## src/rtl/gate_stimulus_sequencer.sv

```systemverilog
// Two-bit gate stimulus sequencer: walks a 00-01-11-10-00 pattern, each step held for a
// latched dwell, then an optional quiet tail before signalling completion.
//
// state  | meaning
// IDLE   | outputs quiet, waiting for an accepted start
// RUN    | driving the five-step pattern, step counts 0..4
// TAIL   | quiet for 2*dwell cycles before the done pulse
module gate_stimulus_sequencer #(
  parameter int DWELL_W = 8,
  parameter int CNT_W   = 8
) (
  input  logic               clk,
  input  logic               rst_n,
  input  logic               start,
  input  logic               stop,
  input  logic               loop,
  input  logic [DWELL_W-1:0] dwell,
  output logic               a,
  output logic               b,
  output logic [2:0]         step,
  output logic               busy,
  output logic               done,
  output logic [CNT_W-1:0]   passes
);

  typedef enum logic [1:0] {
    S_IDLE = 2'd0,
    S_RUN  = 2'd1,
    S_TAIL = 2'd2
  } state_t;

  localparam logic [DWELL_W:0]   CNT_ONE   = {{DWELL_W{1'b0}}, 1'b1};
  localparam logic [DWELL_W-1:0] DWELL_ONE = {{(DWELL_W-1){1'b0}}, 1'b1};
  localparam logic [CNT_W-1:0]   PASS_ONE  = {{(CNT_W-1){1'b0}}, 1'b1};

  state_t             state_q, state_d;
  logic [2:0]         step_d;
  logic [DWELL_W:0]   cnt_q, cnt_d;
  logic [DWELL_W-1:0] dwell_q, dwell_d;
  logic [CNT_W-1:0]   passes_d;
  logic               a_d, b_d, busy_d, done_d;
  logic [DWELL_W-1:0] dwell_eff;
  logic [DWELL_W:0]   step_load, tail_load;

  assign dwell_eff = (dwell == '0) ? DWELL_ONE : dwell;
  assign step_load = {1'b0, dwell_q} - CNT_ONE;
  // Extra counter bit keeps 2*dwell-1 exact at the largest dwell.
  assign tail_load = {dwell_q, 1'b0} - CNT_ONE;

  always_comb begin
    state_d  = state_q;
    step_d   = step;
    cnt_d    = cnt_q;
    dwell_d  = dwell_q;
    passes_d = passes;
    done_d   = 1'b0;
    case (state_q)
      S_IDLE: begin
        if (start && !stop) begin
          state_d  = S_RUN;
          step_d   = 3'd0;
          dwell_d  = dwell_eff;
          cnt_d    = {1'b0, dwell_eff} - CNT_ONE;
          passes_d = '0;
        end
      end
      S_RUN: begin
        if (stop) begin
          state_d = S_IDLE;
          step_d  = 3'd0;
          cnt_d   = '0;
        end else if (cnt_q == '0) begin
          if (step == 3'd4) begin
            passes_d = passes + PASS_ONE;
            step_d   = 3'd0;
            if (loop) begin
              cnt_d = step_load;
            end else begin
              state_d = S_TAIL;
              cnt_d   = tail_load;
            end
          end else begin
            step_d = step + 3'd1;
            cnt_d  = step_load;
          end
        end else begin
          cnt_d = cnt_q - CNT_ONE;
        end
      end
      S_TAIL: begin
        if (stop) begin
          state_d = S_IDLE;
          cnt_d   = '0;
        end else if (cnt_q == '0) begin
          state_d = S_IDLE;
          done_d  = 1'b1;
        end else begin
          cnt_d = cnt_q - CNT_ONE;
        end
      end
      default: begin
        state_d = S_IDLE;
        step_d  = 3'd0;
        cnt_d   = '0;
      end
    endcase
    // Pattern is decoded from the next step so a/b flop in step with it.
    a_d    = (state_d == S_RUN) && ((step_d == 3'd2) || (step_d == 3'd3));
    b_d    = (state_d == S_RUN) && ((step_d == 3'd1) || (step_d == 3'd2));
    busy_d = (state_d != S_IDLE);
  end

  always_ff @(posedge clk or negedge rst_n) begin
    if (!rst_n) begin
      state_q <= S_IDLE;
      step    <= 3'd0;
      cnt_q   <= '0;
      dwell_q <= DWELL_ONE;
      passes  <= '0;
      a       <= 1'b0;
      b       <= 1'b0;
      busy    <= 1'b0;
      done    <= 1'b0;
    end else begin
      state_q <= state_d;
      step    <= step_d;
      cnt_q   <= cnt_d;
      dwell_q <= dwell_d;
      passes  <= passes_d;
      a       <= a_d;
      b       <= b_d;
      busy    <= busy_d;
      done    <= done_d;
    end
  end

endmodule

```

## config.mk

```make
export PLATFORM = sky130hd
export DESIGN_NAME = gate_stimulus_sequencer
export DESIGN_NICKNAME = d
export VERILOG_FILES = /design/src/rtl/gate_stimulus_sequencer.sv
export SDC_FILE = /design/constraint.sdc
export NUM_CORES = 1
export LEC_CHECK = 0
export CORE_ASPECT_RATIO = 2
export CORE_MARGIN = 8
export CORE_UTILIZATION = 45
export DETAILED_ROUTE_END_ITERATION = 8
export DONT_BUFFER_PORTS = 1
export PLACE_DENSITY = 0.68
export SYNTH_ARGS = -nofsm -noshare
export SYNTH_HDL_FRONTEND = slang
export SYNTH_SLANG_ARGS = --single-unit
```

## constraint.sdc

```tcl
create_clock -name clk -period 2.2 [get_ports clk]
set_clock_uncertainty 0.2 [all_clocks]
set_input_delay 0.22 -clock clk [delete_from_list [all_inputs] [get_ports clk]]
set_output_delay 0.22 -clock clk [all_outputs]
set_load 0.05 [all_outputs]
```

==> results.tsv <==
stage	metric	value	unit
status	status	complete, but fails checks	
status	failing checks	negative setup slack	
timing	Max-slew headroom	56.3	%
clock_network	clock slew at reported path FFs	0.08	ns
synth	Yosys top cell area share	34.3	%
timing	Setup-failing EPs final	3	
placed_design	Placed Area	2810	µm²
synth	post-synthesis sequential area ratio	35.4	%
timing	fin crit share	101	%
pwr	pwr dens	731	nW/µm²
pwr	Comb pwr share	36.8	%
timing	final hold slack	0.0139	ns
placed_design	GP Congestion	0.911	
final_layout	nets	346	
pwr	Internal	0.00150	W
synth	Cells after Synth	272	
die	I/O pins	28	
grt	largest net degree at the start of global routing	35	
timing	RSZ-0062 raised after global routing	true	
clock_network	Clock Sinks	34	
critical_path	WP data required	2.23	ns
critical_path	kind of critical path	flop to flop	
route	met3 routed WL	368	µm
die	Die Y	119	µm
timing	f_max	450	MHz
clock_network	Max clock buf depth	2	
pwr	sequential share of power	36.8	%
final_layout	Fillers	441	
grt	gr usage total	18.7	%
timing	final worst slack	-0.0200	ns
clock_network	CTS tree	done	
timing	Slew @ Worst Pin	0.649	ns
critical_path	critical path launch point type	flop	
grt	antenna violations before repair	0	
synth	Yosys cell types	64	
die	Initial Util	46.9	%
synth	Synth Area per Inst	8.86	µm²
final_layout	Post-Layout Inst Area	3140	µm²
pwr	Worst IR Drop VDD	0.602	mV
grt	first-pass GRT wire length	11800	µm
die	die width	67.7	µm
clock_network	H-Tree Level Count	2	
timing	minimum clock period	2.22	ns
synth	Yosys top cell by area	dfrtp_1	
clock_network	Worst-Skew Late Latency	0.30	ns
clock_network	Clock Tree Root	clkbuf_8	
route	Vias/cell	6.26	
synth	mapped cell area	2410	µm²
grt	vias in the first global route	2467	
route	final WL	7250	µm
pwr	switching share of power	34.8	%
placed_design	DP HPWL	5320	µm
synth	top cells by area, synth	dfrtp_1 34%, nor2_1 4.1%, a21oi_1 3.9%, ha_1 3.6%, xor2_1 3.6%	
route	met1 WL	2620	µm
synth	Async SR Flop Fraction	100	%
run	max-cap viol count	0	
grt	GRT overflow	0	
route	Starting DRT DRC Count	97	
timing	Hold Vio Cnt, Final	0	
placed_design	Port-buffer cells	0	
route	Routed WL per cell	18.8	µm
die	Core Box Area	5140	µm²
critical_path	critical path data arrival time	2.25	ns
timing	final setup TNS	-0.0438	ns
route	Routed Antenna Nets	0	
synth	YS warnings	0	
clock_network	Num CTS Buffers	5	
synth	dominant synthesized flop cell	dfrtp_1	
die	die area	8090	µm²
synth	dominant cell by count in the synthesized netlist	dfrtp_1	
pwr	final total power	0.00230	W
synth	synthesized flop and latch total	34	
route	Vias	2410	
final_layout	share of cells above drive strength 1	29.1	%
synth	most instantiated cells after synthesis	33 x dfrtp_1, 26 x nor2_1, 19 x a21oi_1	
pwr	Pleak	1.37	nW
route	Highest Signal Layer	met4	
final_layout	area grow syn2layout	30.5	%
pwr	Clk pwr share	26.5	%
route	residual DRC count	0	
timing	Pins Over Slew Limit	0	
die	# rows	37	
route	DRT Pass-1 Iters	4	
pwr	Net Switching	0.000799	W
route	met2 wire length	3970	µm
synth	syn_nets	292	
worst_hold_path	Hold WC Path Type	input pin to flop	
critical_path	Max Fanout on Critical Path	3	
synth	Post-synth EDFFs	0	
final_layout	Antenna Cells	0	
critical_path	critical path capture point type	flop	
routing by layer:
layer  vias up  track usage (%)
li1       1134                -
met1      1187             18.8
met2        67             32.3
met3        22             4.69
met4         0             11.6
met5         -                0
worst paths after layout:
kind                            start    endpoint  slack, ns  cells past startpoint
max in group asynchronous       rst_n  dwell_q[0]       1.36                      2
max reg2reg                  cnt_q[0]           b      -0.02                      7
max                          cnt_q[0]           b      -0.02                      7
min in group asynchronous       rst_n   passes[7]       0.19                      2
min                          dwell[2]    cnt_q[3]       0.01                      4
min reg2reg                dwell_q[2]  dwell_q[2]       0.34                      1
state kept, by name, summed over array words and instances (netlist names):
name and flops:
state_q 2, cnt_q 9, b 1, busy 1, passes 8, done 1, a 1, step 3
dwell_q 8
final cells by class:
type                            instances  area, µm²  area share [%]
Multi-Input combinational cell        213       1540            48.8
Sequential cell                        34        853            27.1
Timing Repair Buffer                   60        520            16.6
Clock buffer                            7       86.3            2.75
Tap cell                               58       72.6            2.31
Inverter                               12       45.0            1.43
Clock inverter                          1       30.0           0.955
placed cells by master (no fill, tap or decap), types with 3 or more instances in the layout:
cell and n:
or4_4 3, o21a_1 3, a31oi_1 4, o31ai_1 3
clkbuf_8 6, a21oi_1 18, mux2_2 6, dfrtp_1 32
buf_12 3, ha_1 5, nor2b_1 4, or4_1 3
buf_4 45, o21ai_0 11, nor2_1 26, nor4_1 7
nand4_1 5, or3_1 4, o211ai_1 8, a21o_1 4
nand2_1 17, o21ai_1 3, dlygate4sd3_1 10, xor2_1 10
nand3_1 3, inv_1 10, nor3b_1 4, nand3b_1 4
worst max-delay path, cell delays in order (launching register included):
cell	delay (ns)
dfrtp_1	0.39
inv_2	0.10
ha_4	0.14
or4b_4	0.49
nor3_4	0.28
a221oi_2	0.10
or3_1	0.33
a21oi_2	0.12
timing repair:
action	4_1_cts	5_1_grt
setup buffers	1	3
endpoints found under the hold margin	46	0
pin swaps	3	12
gates resized for setup	7	14
hold buffers	11	0
endpoints found under the setup margin	8	13
power by group through the flow:
| stage | Combinational [W] | Sequential (W) | Clock [W] |
|---|---|---|---|
| after CTS | 0.000788 | 0.000834 | 0.000622 |
| after global routing | 0.000919 | 0.000857 | 0.000641 |
| after global placement | 0.000718 | 0.000840 | 0 |
| final | 0.000845 | 0.000844 | 0.000608 |
| after floorplan | 0.000471 | 0.000818 | 0 |
| after detailed placement | 0.000727 | 0.000845 | 0 |
logic make-up (layout without fill, tap and decap cells):
logic type | count (synthesis) | in the layout | share of synthesized area [%]
xor gates and xnor gates | 12 | 12 | 4.36
AOI/OAI and AO/OA | 81 | 81 | 23.1
buffers and inverters | 25 | 80 | 4.05
adders and majority gates | 7 | 7 | 3.64
muxes | 7 | 7 | 3.22
and+or+nand+nor | 106 | 106 | 26.2
DFF | 34 | 34 | 35.4
through the flow:
| stage | std cells | setup slack (ns) | util [%] |
|---|---|---|---|
| finish | 385 | -0.0200 | 61.2 |
| global route | 385 | -0.0983 | 61.2 |
| CTS | 382 | -0.0137 | 59.8 |
| detailed placement | 362 | -0.0730 | 54.7 |
| global placement | 362 | -0.0164 | 54.7 |
| floorplan | 272 | -0.0863 | - |
(Power assumes the default switching activity.)
